--- src/rtl/ex_mem_pkg.sv ---
`default_nettype none
// ============================================================================
//  Module      : ex_mem_pkg
//  Description : Shared types and constants for the EX/MEM pipeline boundary.
//                State encoding of the two-entry skid buffer and the packed
//                layout of one buffered instruction.
//  Revision    : 1.0 - initial release
// ============================================================================
package ex_mem_pkg;

    // Default field widths; the buffer's DATA_W / REG_ADDR_W default to these
    // so the packed entry layout and the port widths line up.
    localparam int EM_DATA_W     = 32;
    localparam int EM_REG_ADDR_W = 5;

    // Encoding equals the number of entries held, so occupancy decodes trivially.
    localparam logic [1:0] ST_EMPTY = 2'd0;
    localparam logic [1:0] ST_ONE   = 2'd1;
    localparam logic [1:0] ST_TWO   = 2'd2;

    // One buffered instruction, stored bit-exact.
    typedef struct packed {
        logic [EM_DATA_W-1:0]     alu_result;
        logic [EM_DATA_W-1:0]     store_data;
        logic [EM_REG_ADDR_W-1:0] rd_addr;
        logic                     reg_write;
        logic                     mem_to_reg;
        logic                     mem_read;
        logic                     mem_write;
    } ex_mem_entry_t;

    // Build an entry from the EX stage fields. A write to x0 is architecturally
    // a no-op, so the register-write enable is dropped at capture time.
    function automatic ex_mem_entry_t make_entry(
        input logic [EM_DATA_W-1:0]     alu_result,
        input logic [EM_DATA_W-1:0]     store_data,
        input logic [EM_REG_ADDR_W-1:0] rd_addr,
        input logic                     reg_write,
        input logic                     mem_to_reg,
        input logic                     mem_read,
        input logic                     mem_write
    );
        ex_mem_entry_t e;
        e.alu_result = alu_result;
        e.store_data = store_data;
        e.rd_addr    = rd_addr;
        e.reg_write  = reg_write & (rd_addr != '0);
        e.mem_to_reg = mem_to_reg;
        e.mem_read   = mem_read;
        e.mem_write  = mem_write;
        return e;
    endfunction

    // Clear the control bits of an entry while keeping its data fields, so a
    // killed entry can never cause a register or memory write.
    function automatic ex_mem_entry_t kill_entry(input ex_mem_entry_t e);
        ex_mem_entry_t k;
        k            = e;
        k.reg_write  = 1'b0;
        k.mem_to_reg = 1'b0;
        k.mem_read   = 1'b0;
        k.mem_write  = 1'b0;
        return k;
    endfunction

endpackage : ex_mem_pkg
`default_nettype wire

--- src/rtl/ex_mem_skid_buffer.sv ---
`default_nettype none
// ============================================================================
//  Module      : ex_mem_skid_buffer
//  Description : EX/MEM pipeline register built as a two-entry skid buffer.
//                The main entry drives the memory stage; the skid entry
//                catches the instruction already in flight when the memory
//                stage stalls. Ready/valid are decoded from state only, so
//                there is no combinational path from out_ready_i to
//                in_ready_o.
//  Revision    : 1.0 - initial release
// ============================================================================
module ex_mem_skid_buffer
    import ex_mem_pkg::*;
#(
    parameter int DATA_W     = EM_DATA_W,
    parameter int REG_ADDR_W = EM_REG_ADDR_W
) (
    input  logic                  clk_i,
    input  logic                  rst_i,
    input  logic                  flush_i,
    // EX side
    input  logic                  in_valid_i,
    output logic                  in_ready_o,
    input  logic [DATA_W-1:0]     alu_result_i,
    input  logic [DATA_W-1:0]     store_data_i,
    input  logic [REG_ADDR_W-1:0] rd_addr_i,
    input  logic                  reg_write_i,
    input  logic                  mem_to_reg_i,
    input  logic                  mem_read_i,
    input  logic                  mem_write_i,
    // MEM side
    output logic                  out_valid_o,
    input  logic                  out_ready_i,
    output logic [DATA_W-1:0]     alu_result_o,
    output logic [DATA_W-1:0]     store_data_o,
    output logic [REG_ADDR_W-1:0] rd_addr_o,
    output logic                  reg_write_o,
    output logic                  mem_to_reg_o,
    output logic                  mem_read_o,
    output logic                  mem_write_o,
    output logic [1:0]            occupancy_o
);

    logic [1:0]    r_state;
    ex_mem_entry_t r_main;
    ex_mem_entry_t r_skid;

    logic          w_in_ready;
    logic          w_out_valid;
    logic          w_accept;
    logic          w_pop;
    ex_mem_entry_t w_new_entry;

    // Handshake decode: ready/valid depend on the state register alone.
    always_comb begin
        w_in_ready  = (r_state != ST_TWO);
        w_out_valid = (r_state != ST_EMPTY);
        w_accept    = in_valid_i & w_in_ready;
        w_pop       = w_out_valid & out_ready_i;
        w_new_entry = make_entry(alu_result_i, store_data_i, rd_addr_i,
                                 reg_write_i, mem_to_reg_i, mem_read_i,
                                 mem_write_i);
    end

    // State machine and entry storage; flush outranks every handshake.
    always_ff @(posedge clk_i or posedge rst_i) begin
        if (rst_i) begin
            r_state <= ST_EMPTY;
            r_main  <= '0;
            r_skid  <= '0;
        end else if (flush_i) begin
            r_state <= ST_EMPTY;
            r_main  <= kill_entry(r_main);
            r_skid  <= kill_entry(r_skid);
        end else begin
            case (r_state)
                ST_EMPTY: begin
                    if (w_accept) begin
                        r_main  <= w_new_entry;
                        r_state <= ST_ONE;
                    end
                end
                ST_ONE: begin
                    if (w_accept && w_pop) begin
                        // Head leaves and the newcomer takes its place.
                        r_main <= w_new_entry;
                    end else if (w_accept) begin
                        r_skid  <= w_new_entry;
                        r_state <= ST_TWO;
                    end else if (w_pop) begin
                        // Main keeps its data so the data outputs hold.
                        r_state <= ST_EMPTY;
                    end
                end
                ST_TWO: begin
                    if (w_pop) begin
                        r_main  <= r_skid;
                        r_skid  <= '0;
                        r_state <= ST_ONE;
                    end
                end
                default: begin
                    // Unreachable encoding: recover to a clean empty buffer.
                    r_state <= ST_EMPTY;
                    r_main  <= kill_entry(r_main);
                    r_skid  <= kill_entry(r_skid);
                end
            endcase
        end
    end

    // Output decode: control bits are masked while nothing is valid, data holds.
    always_comb begin
        in_ready_o   = w_in_ready;
        out_valid_o  = w_out_valid;
        alu_result_o = r_main.alu_result;
        store_data_o = r_main.store_data;
        rd_addr_o    = r_main.rd_addr;
        reg_write_o  = r_main.reg_write  & w_out_valid;
        mem_to_reg_o = r_main.mem_to_reg & w_out_valid;
        mem_read_o   = r_main.mem_read   & w_out_valid;
        mem_write_o  = r_main.mem_write  & w_out_valid;
        case (r_state)
            ST_ONE:  occupancy_o = 2'd1;
            ST_TWO:  occupancy_o = 2'd2;
            default: occupancy_o = 2'd0;
        endcase
    end

endmodule : ex_mem_skid_buffer
`default_nettype wire

--- config.mk ---
export PLATFORM = sky130hd
export DESIGN_NAME = ex_mem_skid_buffer
export DESIGN_NICKNAME = d
export VERILOG_FILES = /design/src/rtl/ex_mem_pkg.sv /design/src/rtl/ex_mem_skid_buffer.sv
export SDC_FILE = /design/constraint.sdc
export NUM_CORES = 1
export LEC_CHECK = 0
export BUFFER_PORTS_ARGS = -buffer_cell sky130_fd_sc_hd__buf_2
export CAP_MARGIN = 40
export CORE_MARGIN = 1.5
export CORE_UTILIZATION = 50
export DETAILED_ROUTE_END_ITERATION = 7
export GPL_TIMING_DRIVEN = 0
export PLACE_DENSITY_LB_ADDON = 0.1
export SYNTH_ARGS = -nofsm -noshare
export SYNTH_HDL_FRONTEND = slang
export SYNTH_SLANG_ARGS = --single-unit
--- constraint.sdc ---
create_clock -name clk_i -period 10.25 [get_ports clk_i]
set_input_delay 2.05 -clock clk_i [delete_from_list [all_inputs] [get_ports clk_i]]
set_output_delay 2.05 -clock clk_i [all_outputs]
set_load 0.05 [all_outputs]
# ---- Word-level counts from Yosys, hierarchy flattened
# Cells that the tools add are included.
dict set report classes {
  muxes 17
  magnitude_cmp 0
  div 0
  n_addsub 0
  n_eq_ne 15
  reduce_logical 11
  n_mul 0
  bitwise 9
  shifts 0
}
# operator n
set op_table {}
lappend op_table {{$pmux 73 s3} 2}
lappend op_table {{$mux 73} 5}
lappend op_table {{$ne 3x3->1 const B} 5}
lappend op_table {{$ne 2x2->1 const B} 7}
lappend op_table {{$mux 2} 6}
lappend op_table {{$mux 4} 2}
lappend op_table {{$reduce_and 4->1} 2}
lappend op_table {{$and 1x1->1} 7}
lappend op_table {{$pmux 2 s3} 1}
lappend op_table {{$reduce_and 6->1} 1}
lappend op_table {{$reduce_and 5->1} 1}
lappend op_table {{$reduce_bool 5->1} 1}
lappend op_table {{$ne 4x4->1 const B} 1}
lappend op_table {{$pmux 2 s2} 1}
lappend op_table {{$reduce_bool 2->1} 2}
lappend op_table {{$reduce_and 3->1} 1}
lappend op_table {{$reduce_bool 3->1} 1}
lappend op_table {{$eq 2x1->1 const B} 1}
lappend op_table {{$eq 2x2->1 const B} 1}
lappend op_table {{$logic_not 2->1} 1}
lappend op_table {{$not 1->1} 2}
lappend op_table {{$logic_and 1x1->1} 1}
dict set report word_totals {
  mem_bits_rw 0
  romBits 0
  regBits 148
  latch_bits 0
  mem_count 0
  word_cells 67
}

# ---- Depth between registers and ports, before layout
# Gate-level depths: netlist (run 1).
dict set report depth {
  depth_word 7
  depth_mapped 10
  depth_no_buf 6
}

# ---- Worst setup path after synthesis (run 1)
# No wires, ideal clock.
dict set report synth_path {
  kind {reg2out}
  startpoint {register r_state[0]}
  endpoint {output mem_read_o}
  arrival_time_ns 1.670
  slack_ns 6.530
  t_required_ns 8.200
  n_path_buf 2
  path_stages_with_launch 6
  path_cell_list {dfrtp_1 > inv_1 > ha_1 > buf_2 > clkbuf_1 > nor2b_1}
}
dict set report synth_via {
  elab_chain_len 2
}
# element line_no
set synth_rtl {}
lappend synth_rtl {{start: declaration} ex_mem_skid_buffer.sv:44} ;# logic [1:0] r_state;
lappend synth_rtl {{start signal: assignment} ex_mem_skid_buffer.sv:68} ;# r_state <= ST_EMPTY;
lappend synth_rtl {{start signal: assignment} ex_mem_skid_buffer.sv:72} ;# r_state <= ST_EMPTY;
lappend synth_rtl {{start signal: assignment} ex_mem_skid_buffer.sv:80} ;# r_state <= ST_ONE;
lappend synth_rtl {{$reduce_bool 2->1} ex_mem_skid_buffer.sv:57} ;# w_out_valid = (r_state != ST_EMPTY);
lappend synth_rtl {{$and 1x1->1} ex_mem_skid_buffer.sv:121} ;# mem_read_o = r_main.mem_read & w_out_valid;
lappend synth_rtl {{end: declaration} ex_mem_skid_buffer.sv:39} ;# output logic mem_read_o,
# No other way between the ends.

# ---- Final worst setup path (run 1)
dict set report layout_path {
  startpoint {register r_state[0]}
  endpoint {output mem_write_o}
}
dict set report layout_via {
  elab_chain_len 2
}
# element line_no
set layout_rtl {}
lappend layout_rtl {{$reduce_bool 2->1} ex_mem_skid_buffer.sv:57}
lappend layout_rtl {{$and 1x1->1} ex_mem_skid_buffer.sv:122} ;# mem_write_o = r_main.mem_write & w_out_valid;
lappend layout_rtl {{end: declaration} ex_mem_skid_buffer.sv:40} ;# output logic mem_write_o,
# No other way between the ends.

==> results of run 1 <==
==> how the worst max path moves through the flow <==
stage | startpoint | slack [ps] | endpoint | depth (start not counted)
after floorplan | rst_i | 4220 | alu_result_o[0] | 1
after global placement | rst_i | 2540 | r_skid[1] | 2
after detailed placement | out_ready_i | 6420 | r_skid[65] | 7
after CTS | r_state[0] | 6230 | mem_write_o | 6
after global routing | r_state[0] | 6050 | mem_write_o | 6
final | r_state[0] | 6240 | mem_write_o | 6
==> sequential cells by signal, indices dropped and copies added (netlist names) <==
name and flops:
r_state 2, alu_result_o 32, store_data_o 32, r_main 4, rd_addr_o 5, r_skid 73
==> worst reg2reg max path: stages (launching register included) <==
cell      delay (ps)
dfrtp_1          410
inv_1            110
ha_1             180
buf_2            240
nand2b_1         170
o21ai_0          100
nand4_1           90
clkbuf_1         370
buf_2            430
mux2_2           380
==> power by group through the flow <==
stage	Combinational, W	Sequential, W	Clock, W
CTS	0.00178	0.000939	0.000645
global placement	0.00173	0.000932	0
floorplan	0.00143	0.000911	0
detailed placement	0.00177	0.000947	0
global route	0.00189	0.000964	0.000668
finish	0.00176	0.000938	0.000631
==> logic make-up after synthesis <==
| kind of cell | count (synthesis) | synth area share |
|---|---|---|
| DFF | 148 | 0.487 |
| AOI/OAI and AO/OA | 92 | 0.0733 |
| muxes | 142 | 0.206 |
| and+or+nand+nor | 164 | 0.0944 |
| adders and majority gates | 5 | 0.00823 |
| buffers and inverters | 184 | 0.131 |
==> metal layers <==
metal / vias to the layer above / global-route usage / share of wire
met1: 2817 / 0.292 / 0.44
li1: 2700 / - / -
met2: 167 / 0.378 / 0.48
met3: 31 / 0.0552 / 0.052
met4: 0 / 0.0947 / 0.028
met5: - / 0 / 0
==> stage by stage <==
| stage | cell area, µm² | hold WS (ps) | utilization |
|---|---|---|---|
| finish | 9230 | 504 | 0.628 |
| global route | 9230 | 514 | 0.628 |
| CTS | 9230 | 507 | 0.628 |
| detailed placement | 8630 | 494 | 0.587 |
| global placement | 8590 | 487 | 0.585 |
| floorplan | 7600 | 473 | - |
==> cells in the final DEF, fill, tap and decap left out, types with 3 or more instances in the layout <==
master / instances
buf_2: 171
dfrtp_1: 148
nand2_1: 123
mux2_2: 73
inv_1: 69
buf_4: 69
o21ai_0: 62
mux2i_1: 59
clkbuf_1: 24
clkbuf_16: 17
mux2_4: 10
and3_1: 10
a22o_1: 10
nor2b_1: 7
nor2_1: 6
or4_1: 5
ha_1: 5
clkinv_2: 5
clkinvlp_4: 5
nand4_1: 4
buf_6: 3
a21oi_1: 3
o311ai_0: 3
a22oi_1: 3
bufinv_16: 3
==> area by class of cell <==
type                    count  area share
clock inverters            14      0.0175
inverters                  70      0.0290
clock buffers              18      0.0476
repair buffers            154      0.0859
plain buffers             114      0.0793
multi-input cells         403       0.314
well taps                 184      0.0249
flip-flops and latches    148       0.401
diodes                      2    0.000542
==> flow_summary.toml, run 1 <==
[drt]
wl_per_cell_um = 15.9
drc_errors = 0
via_per_inst = 5.16
wl_mm = 17.6
ant_nets = 0
first_pass_iters = 7
vias = 5715
drtIter0Drc = 302

[worst_setup_path]
cp-start-kind = "flip-flop"
crit_arrival_ps = 1960
critPathSlowestCell = "dfrtp_1"
r2r-start = "r_state[0]"
critPathCaptureType = "primary output"
r2r-end = "r_skid[65]"
crit_path_max_incr_delay_ps = 410
crit_path_max_fanout = 10
cp_common_cell = "buf_2"
critPathTopFamily = "buffers and inverters"
timing.reg2reg.setup_slack_ps = 7650
path_cells = "inv_1 > ha_1 > buf_2 > clkbuf_1 > nor2b_1 > buf_2"
critPathKind = "flip-flop to primary output"
worstPathRequired_ps = 8200
reg2regPathDepth = 9
worstPathBufferInverterCount = 4

[clock_tree]
clk_pin_slew_ps = 60
cts_sinks = 148
insertion_delay_ps = 420
htreeDepth = 4
cts.path.max_buffers = 2
post_cts_buffers = 0
cts_buffers = 17
postCtsHoldBufs = 0
cts_root_buf = "clkbuf_16"
cts_tree = "built"
cts_resized = 0

[cells_and_area]
drive_gt1_frac = 0.396
register_area_um2 = 3700
final_cells = 1107
fillCellCount = 1226
area_growth_pct = 21.5
multi_input_area_um2 = 2900
nets = 991

[die]
die_w_um = 126
start_util = 0.517
io_pins = 155
die_h_um = 126
core_region_area_um2 = 14700
die_area_um2 = 15900
num_rows = 44

[global_routing]
grt_max_degree = 77
antenna_found_initial = 2
grt-ovfl-total = 0
grt_usage = 0.230
grt_pass1_wl_mm = 28.7
grt_pass1_vias = 5871

[logic_synthesis]
syn_nets = 818
synth_cell_types = 39
synth_edf_count = 0
synth_area_leaders = "dfrtp_1 (49%), mux2_2 (11%), mux2i_1 (7.8%), buf_4 (6.8%), nand2_1 (6.1%)"
avgSynthCellArea_um2 = 10.3
synth.most_common_cell = "dfrtp_1"
synthArstFlopShare = 1.00
synth_ff_type = "dfrtp_1"
synth.top_cell.area_share = 0.487
synth_top_cell_by_area = "dfrtp_1"
synth_seq_cells = 148
syn_inst = 735
ys_warn_count = 0
seq_area_frac_synth = 0.487
synth_area_um2 = 7600
synthTopCellsByCount = "dfrtp_1 (148), nand2_1 (123), mux2_2 (73)"

[sta]
setup-tns-final_ps = 0
rsz0062_at_grt = "false"
hold_viol_final = 0
finalCriticalPeriod_ps = 4010
maxSlewViolCount = 0
period_share = 0.391
worst_slew_pin_slew_ps = 732
final-setup-viol-count = 0
skew_ps = 6.80
slew_headroom = 0.508
clock.fmax_ghz = 0.250
setup_ws_ps = 6240

[pwr]
p_int_w = 0.00188
combPwrFrac = 0.529
p_seq_frac = 0.281
switching_share = 0.437
max-vdd-ir-drop_mv = 0.217
leakage_nw = 4.96
power_density_nw_per_um2 = 361
power.total_w = 0.00333
switchingPower_w = 0.00146
p_clk_frac = 0.189

[place]
dp_cells = 1073
port_buffers = 153
gp_congestion = 0.834
dp_hpwl_mm = 12.3
dp_worst_setup_slack_ps = 6420

[min_path]
hold_class = "flip-flop to flip-flop"
min_path_cells = 1
min_to = "store_data_o[25]"
hold_start = "store_data_o[25]"

[job]
maxCapViolCount = 0

[run_status]
status = "finished clean"
Note: power is estimated with default switching activity, not from simulation.
==> inputs of run 2 (changes only) <==
==> constraint.sdc (replaced) <==
create_clock -name clk_i -period 4.1 [get_ports clk_i]
set_input_delay 0.82 -clock clk_i [delete_from_list [all_inputs] [get_ports clk_i]]
set_output_delay 0.82 -clock clk_i [all_outputs]
set_load 0.05 [all_outputs]
==> run 2 against run 1 <==
Effect of this change: clock skew shrank 2.6 ps; sequential cell count unchanged; die area unchanged; sequential share of layout area is essentially flat; worst hold slack worse by 8.3 ps; sequential power up 150%; register-to-register slack lost 6100 ps; first-iteration DRC count up 17%; largest cell class unchanged.
==> flow_summary.toml, run 2 (synthesized netlist as in run 1, its figures left out) <==
[clock_tree]
cts_tree = "built"
cts_resized = 0
cts_buffers = 17
insertion_delay_ps = 420
cts_root_buf = "clkbuf_16"
post_cts_buffers = 0
cts_sinks = 148
cts.path.max_buffers = 2
postCtsHoldBufs = 0
clk_pin_slew_ps = 60
htreeDepth = 4

[global_routing]
busiest_layer = "met2"
grt_usage = 0.228
grt_max_degree = 34
grt_pass1_wl_mm = 28.3
use_met2 = 0.361
grt_pass1_vias = 5730
antenna_found_initial = 3
met1_usage = 0.303
grt-ovfl-total = 0
grtUsageMet3 = 0.0599

[cells_and_area]
mostFrequentLayoutCell = "buf_2"
area_growth_pct = 21.7
top_register = "r_skid"
register_area_um2 = 3700
fin_util = 0.629
multi_input_area_um2 = 2900
drive_gt1_frac = 0.392
fillCellCount = 1226
nets = 994
largest_reg_flops = 73
layout_common_cells = "buf_2 (171), dfrtp_1 (148), nand2_1 (123)"

[sta]
worst_slew_pin_slew_ps = 820
period_share = 0.689
rsz0062_at_grt = "false"
clock.fmax_ghz = 0.354
hold_viol_final = 0
skew_ps = 4.18
setup-tns-final_ps = 0
final-setup-viol-count = 0
maxSlewViolCount = 0
slew_headroom = 0.449
finalCriticalPeriod_ps = 2820

[die]
die_w_um = 126
die_h_um = 126
num_rows = 44
core_region_area_um2 = 14700
start_util = 0.517
io_pins = 155
die_area_um2 = 15900

[job]
maxCapViolCount = 0

[drt]
drtIter0Drc = 352
ant_nets = 0
via_per_inst = 5.12
wl_mm = 17.5
first_pass_iters = 5
drc_errors = 0
vias = 5679
wl_per_cell_um = 15.8

[worst_setup_path]
worstPathBufferInverterCount = 4
cp-start-kind = "flip-flop"
critPathSlowestCell = "dfrtp_1"
r2r-start = "r_state[0]"
timing.reg2reg.setup_slack_ps = 1570
cp_common_cell = "buf_2"
worstPathRequired_ps = 3280
reg2regPathDepth = 9
critPathTopFamily = "buffers and inverters"
crit_path_max_fanout = 10
critPathKind = "flip-flop to primary output"
crit_arrival_ps = 2000
path_cells = "inv_1 > ha_1 > buf_2 > clkbuf_1 > nor2b_1 > buf_2"
r2r-end = "r_skid[65]"
critPathCaptureType = "primary output"
crit_path_max_incr_delay_ps = 420

[run_status]
status = "finished clean"

[place]
dp_hpwl_mm = 12.6
port_buffers = 153
gp_congestion = 0.828

[pwr]
leakage_nw = 4.97
max-vdd-ir-drop_mv = 0.454
power.total_w = 0.00824
power_density_nw_per_um2 = 891

[min_path]
hold_class = "input pin to async pin"
run 2: cell count changes in the layout (fill, tap and decap cells not counted):
cell | previous run | this run
clkbuf_1 | 24 | 29
buf_16 | 1 | 0
bufinv_16 | 3 | 1
inv_6 | 1 | 0
buf_12 | 0 | 4
clkinv_2 | 5 | 3
clkinvlp_4 | 5 | 1
clkinv_4 | 1 | 0
diode_2 | 2 | 3
clkbuf_8 | 1 | 5
run 2: through the flow:
stage	area (µm²)	hold WS [ps]	setup WS, ps	cells
2_1_floorplan	7600	473	1420	735
3_3_place_gp	8600	485	463	1072
3_5_place_dp	8680	488	1560	1076
4_1_cts	9240	502	1250	1107
5_1_grt	9240	513	1120	1110
6_report	9240	496	1280	1110
run 2: how the worst max path moves through the flow:
stage | start | end | depth (start not counted)
after CTS | r_state[0] | mem_to_reg_o | 6
after detailed placement | r_state[0] | r_skid[65] | 9
final | r_state[0] | mem_to_reg_o | 6
after global routing | r_state[0] | mem_to_reg_o | 6
after global placement | rst_i | r_main[2] | 2
after floorplan | rst_i | alu_result_o[0] | 1
run 2: area by class of cell:
cell class	instances	area share
antenna	3	0.000812
buffer	114	0.0792
clock buffer	27	0.0555
clock inverter	4	0.00487
inverter	70	0.0288
multi-input combinational	403	0.314
sequential	148	0.401
tap	184	0.0249
timing repair buffer	157	0.0915
run 2: layer usage:
layer / wire length (µm) / vias up
li1: - / 2713
met1: 7800 / 2768
met2: 8430 / 175
met3: 984 / 23
met4: 312 / 0
met5: 0 / -
run 2: report_power, final:
group	leakage, nW	total (W)	internal (W)	switching [W]
sequential	1.90	0.00234	0.00207	0.000266
combinational	2.79	0.00441	0.00166	0.00276
clock	0.277	0.00148	0.000910	0.000574
run 2: worst reg2reg max path, cell delays in order, from the launching register on:
cell      delay (ps)
dfrtp_1          420
inv_1            120
ha_1             170
buf_2            230
nand2b_1         180
o21ai_0          100
nand4_1          100
clkbuf_1         330
buf_2            410
mux2_2           370
==> inputs of run 3 (changes only) <==
==> constraint.sdc (replaced) <==
create_clock -name clk_i -period 2.3 [get_ports clk_i]
set_input_delay 0.46 -clock clk_i [delete_from_list [all_inputs] [get_ports clk_i]]
set_output_delay 0.46 -clock clk_i [all_outputs]
set_load 0.05 [all_outputs]
==> run 3 against run 2 <==
Effect of this change: via count is 0.86% lower; critical path type unchanged; worst hold slack worse by 460 ps; first-iteration DRC count is 23% lower; die area stayed put; sequential power is 78% higher; combinational power is 83% higher; wire length is 1.1% higher; core utilization is 1.4 points higher.
==> flow_summary.toml, run 3 (synthesized netlist as in run 1, its figures left out) <==
[global_routing]
grt-ovfl-total = 0
antenna_found_initial = 3
grt_pass1_wl_mm = 29.3
grt_max_degree = 38
grt_pass1_vias = 5954
grt_usage = 0.234

[drt]
ant_nets = 0
first_pass_iters = 5
vias = 5630
drc_errors = 0
wl_mm = 17.7
wl_per_cell_um = 15.9
via_per_inst = 5.06
drtIter0Drc = 271

[cells_and_area]
drive_gt1_frac = 0.419
nets = 995
layout_common_cells = "buf_2 (153), dfrtp_1 (148), nand2_1 (123)"
fillCellCount = 1226
largest_reg_flops = 73
top_register = "r_skid"
mostFrequentLayoutCell = "buf_2"
fin_util = 0.643
final_cells = 1112
area_growth_pct = 24.4
multi_input_area_um2 = 2930
register_area_um2 = 3700

[place]
port_buffers = 153
dp_hpwl_mm = 12.6
dp_cells = 1077
gp_congestion = 0.817

[worst_setup_path]
worstPathRequired_ps = 1840
crit_path_max_fanout = 10
critPathSlowestCell = "dfrtp_1"
critPathKind = "flip-flop to primary output"
crit_start = "r_state[1]"
cp-start-kind = "flip-flop"
critPathCaptureType = "primary output"
r2r-start = "r_state[1]"
path_cells = "inv_1 > ha_1 > clkbuf_4 > buf_6 > nor2b_1 > buf_4"
crit_arrival_ps = 1770
crit_path_max_incr_delay_ps = 420

[die]
start_util = 0.517
die_h_um = 126
num_rows = 44
core_region_area_um2 = 14700
die_area_um2 = 15900
die_w_um = 126
io_pins = 155

[pwr]
max-vdd-ir-drop_mv = 0.750
power_density_nw_per_um2 = 1600
power.total_w = 0.0151
leakage_nw = 5.09

[job]
maxCapViolCount = 0

[clock_tree]
cts_tree = "built"
clk_pin_slew_ps = 60
htreeDepth = 4
cts.path.max_buffers = 2
insertion_delay_ps = 420
postCtsHoldBufs = 0
cts_buffers = 17
cts_root_buf = "clkbuf_16"
cts_sinks = 148

[run_status]
status = "finished clean"

[sta]
skew_ps = 11.2
hold_viol_final = 0
clock.fmax_ghz = 0.449
period_share = 0.968
finalCriticalPeriod_ps = 2230
worst_slew_pin_slew_ps = 515
slew_headroom = 0.657
final-setup-viol-count = 0
maxSlewViolCount = 0

[min_path]
hold_class = "input pin to async pin"
## run 3: changes by cell type in the layout (fill, tap and decap cells not counted), moves of 2 or more
cell,change
buf_2,-18
buf_4,+12
clkbuf_8,-5
buf_6,+6
clkbuf_2,+13
nor2b_2,+3
bufinv_16,+3
buf_16,+2
nor2b_1,-3
clkbuf_4,+4
clkbuf_1,-17
## run 3: timing repair
action	CTS	global route
endpoints found under the setup margin	146	141
gates resized for setup	12	53
buffers inserted	2	2
pin swaps	2	2
## run 3: worst max-delay path, delay by kind of cell (launching register included)
family,cells,cell delay (ps)
adders and majority gates,1,180
buffers and inverters,4,640
DFF,1,420
and+or+nand+nor,1,110
## run 3: metal layers
| metal | vias up | part of all wire | GRT usage |
|---|---|---|---|
| met5 | - | 0 | 0 |
| met4 | 0 | 0.018 | 0.0920 |
| met3 | 21 | 0.051 | 0.0506 |
| met2 | 157 | 0.48 | 0.385 |
| met1 | 2744 | 0.45 | 0.303 |
| li1 | 2708 | - | - |
## run 3: final timing paths
path / end / slack (ps) / depth (start not counted)
hold / removal: store_data_o[13] / 30 / 2
min in group clk_i: r_skid[14] / 290 / 3
setup reg to reg: r_skid[65] / 120 / 8
max in group asynchronous: rd_addr_o[3] / 1490 / 4
setup / recovery: mem_write_o / 70 / 6
hold reg to reg: r_main[3] / 500 / 1
## run 3: layout make-up
class / instances / share of cell area
diodes: 3 / 0.000794
clock buffers: 22 / 0.0470
inverters: 70 / 0.0282
flip-flops and latches: 148 / 0.392
clock inverters: 10 / 0.0165
multi-input cells: 403 / 0.310
plain buffers: 110 / 0.0818
repair buffers: 162 / 0.0993
well taps: 184 / 0.0244
## run 3: report_power, final
| part | leakage, nW | switching, W | internal (W) |
|---|---|---|---|
| clock network | 0.292 | 0.00105 | 0.00181 |
| registers | 1.90 | 0.000469 | 0.00370 |
| logic | 2.89 | 0.00495 | 0.00312 |
## run 3: per-stage QoR
stage | hold WS [ps] | setup WS [ps] | TNS [ps] | cell area (µm²)
2_1_floorplan | 473 | -21.0 | -3110 | 7600
3_3_place_gp | 486 | -966 | -148010 | 8600
5_1_grt | 44.8 | -18.5 | -157 | 9450
6_report | 32.2 | 73.8 | 0 | 9450
4_1_cts | 27.8 | -5.31 | -5.31 | 9350
3_5_place_dp | 471 | -289 | -17490 | 8710
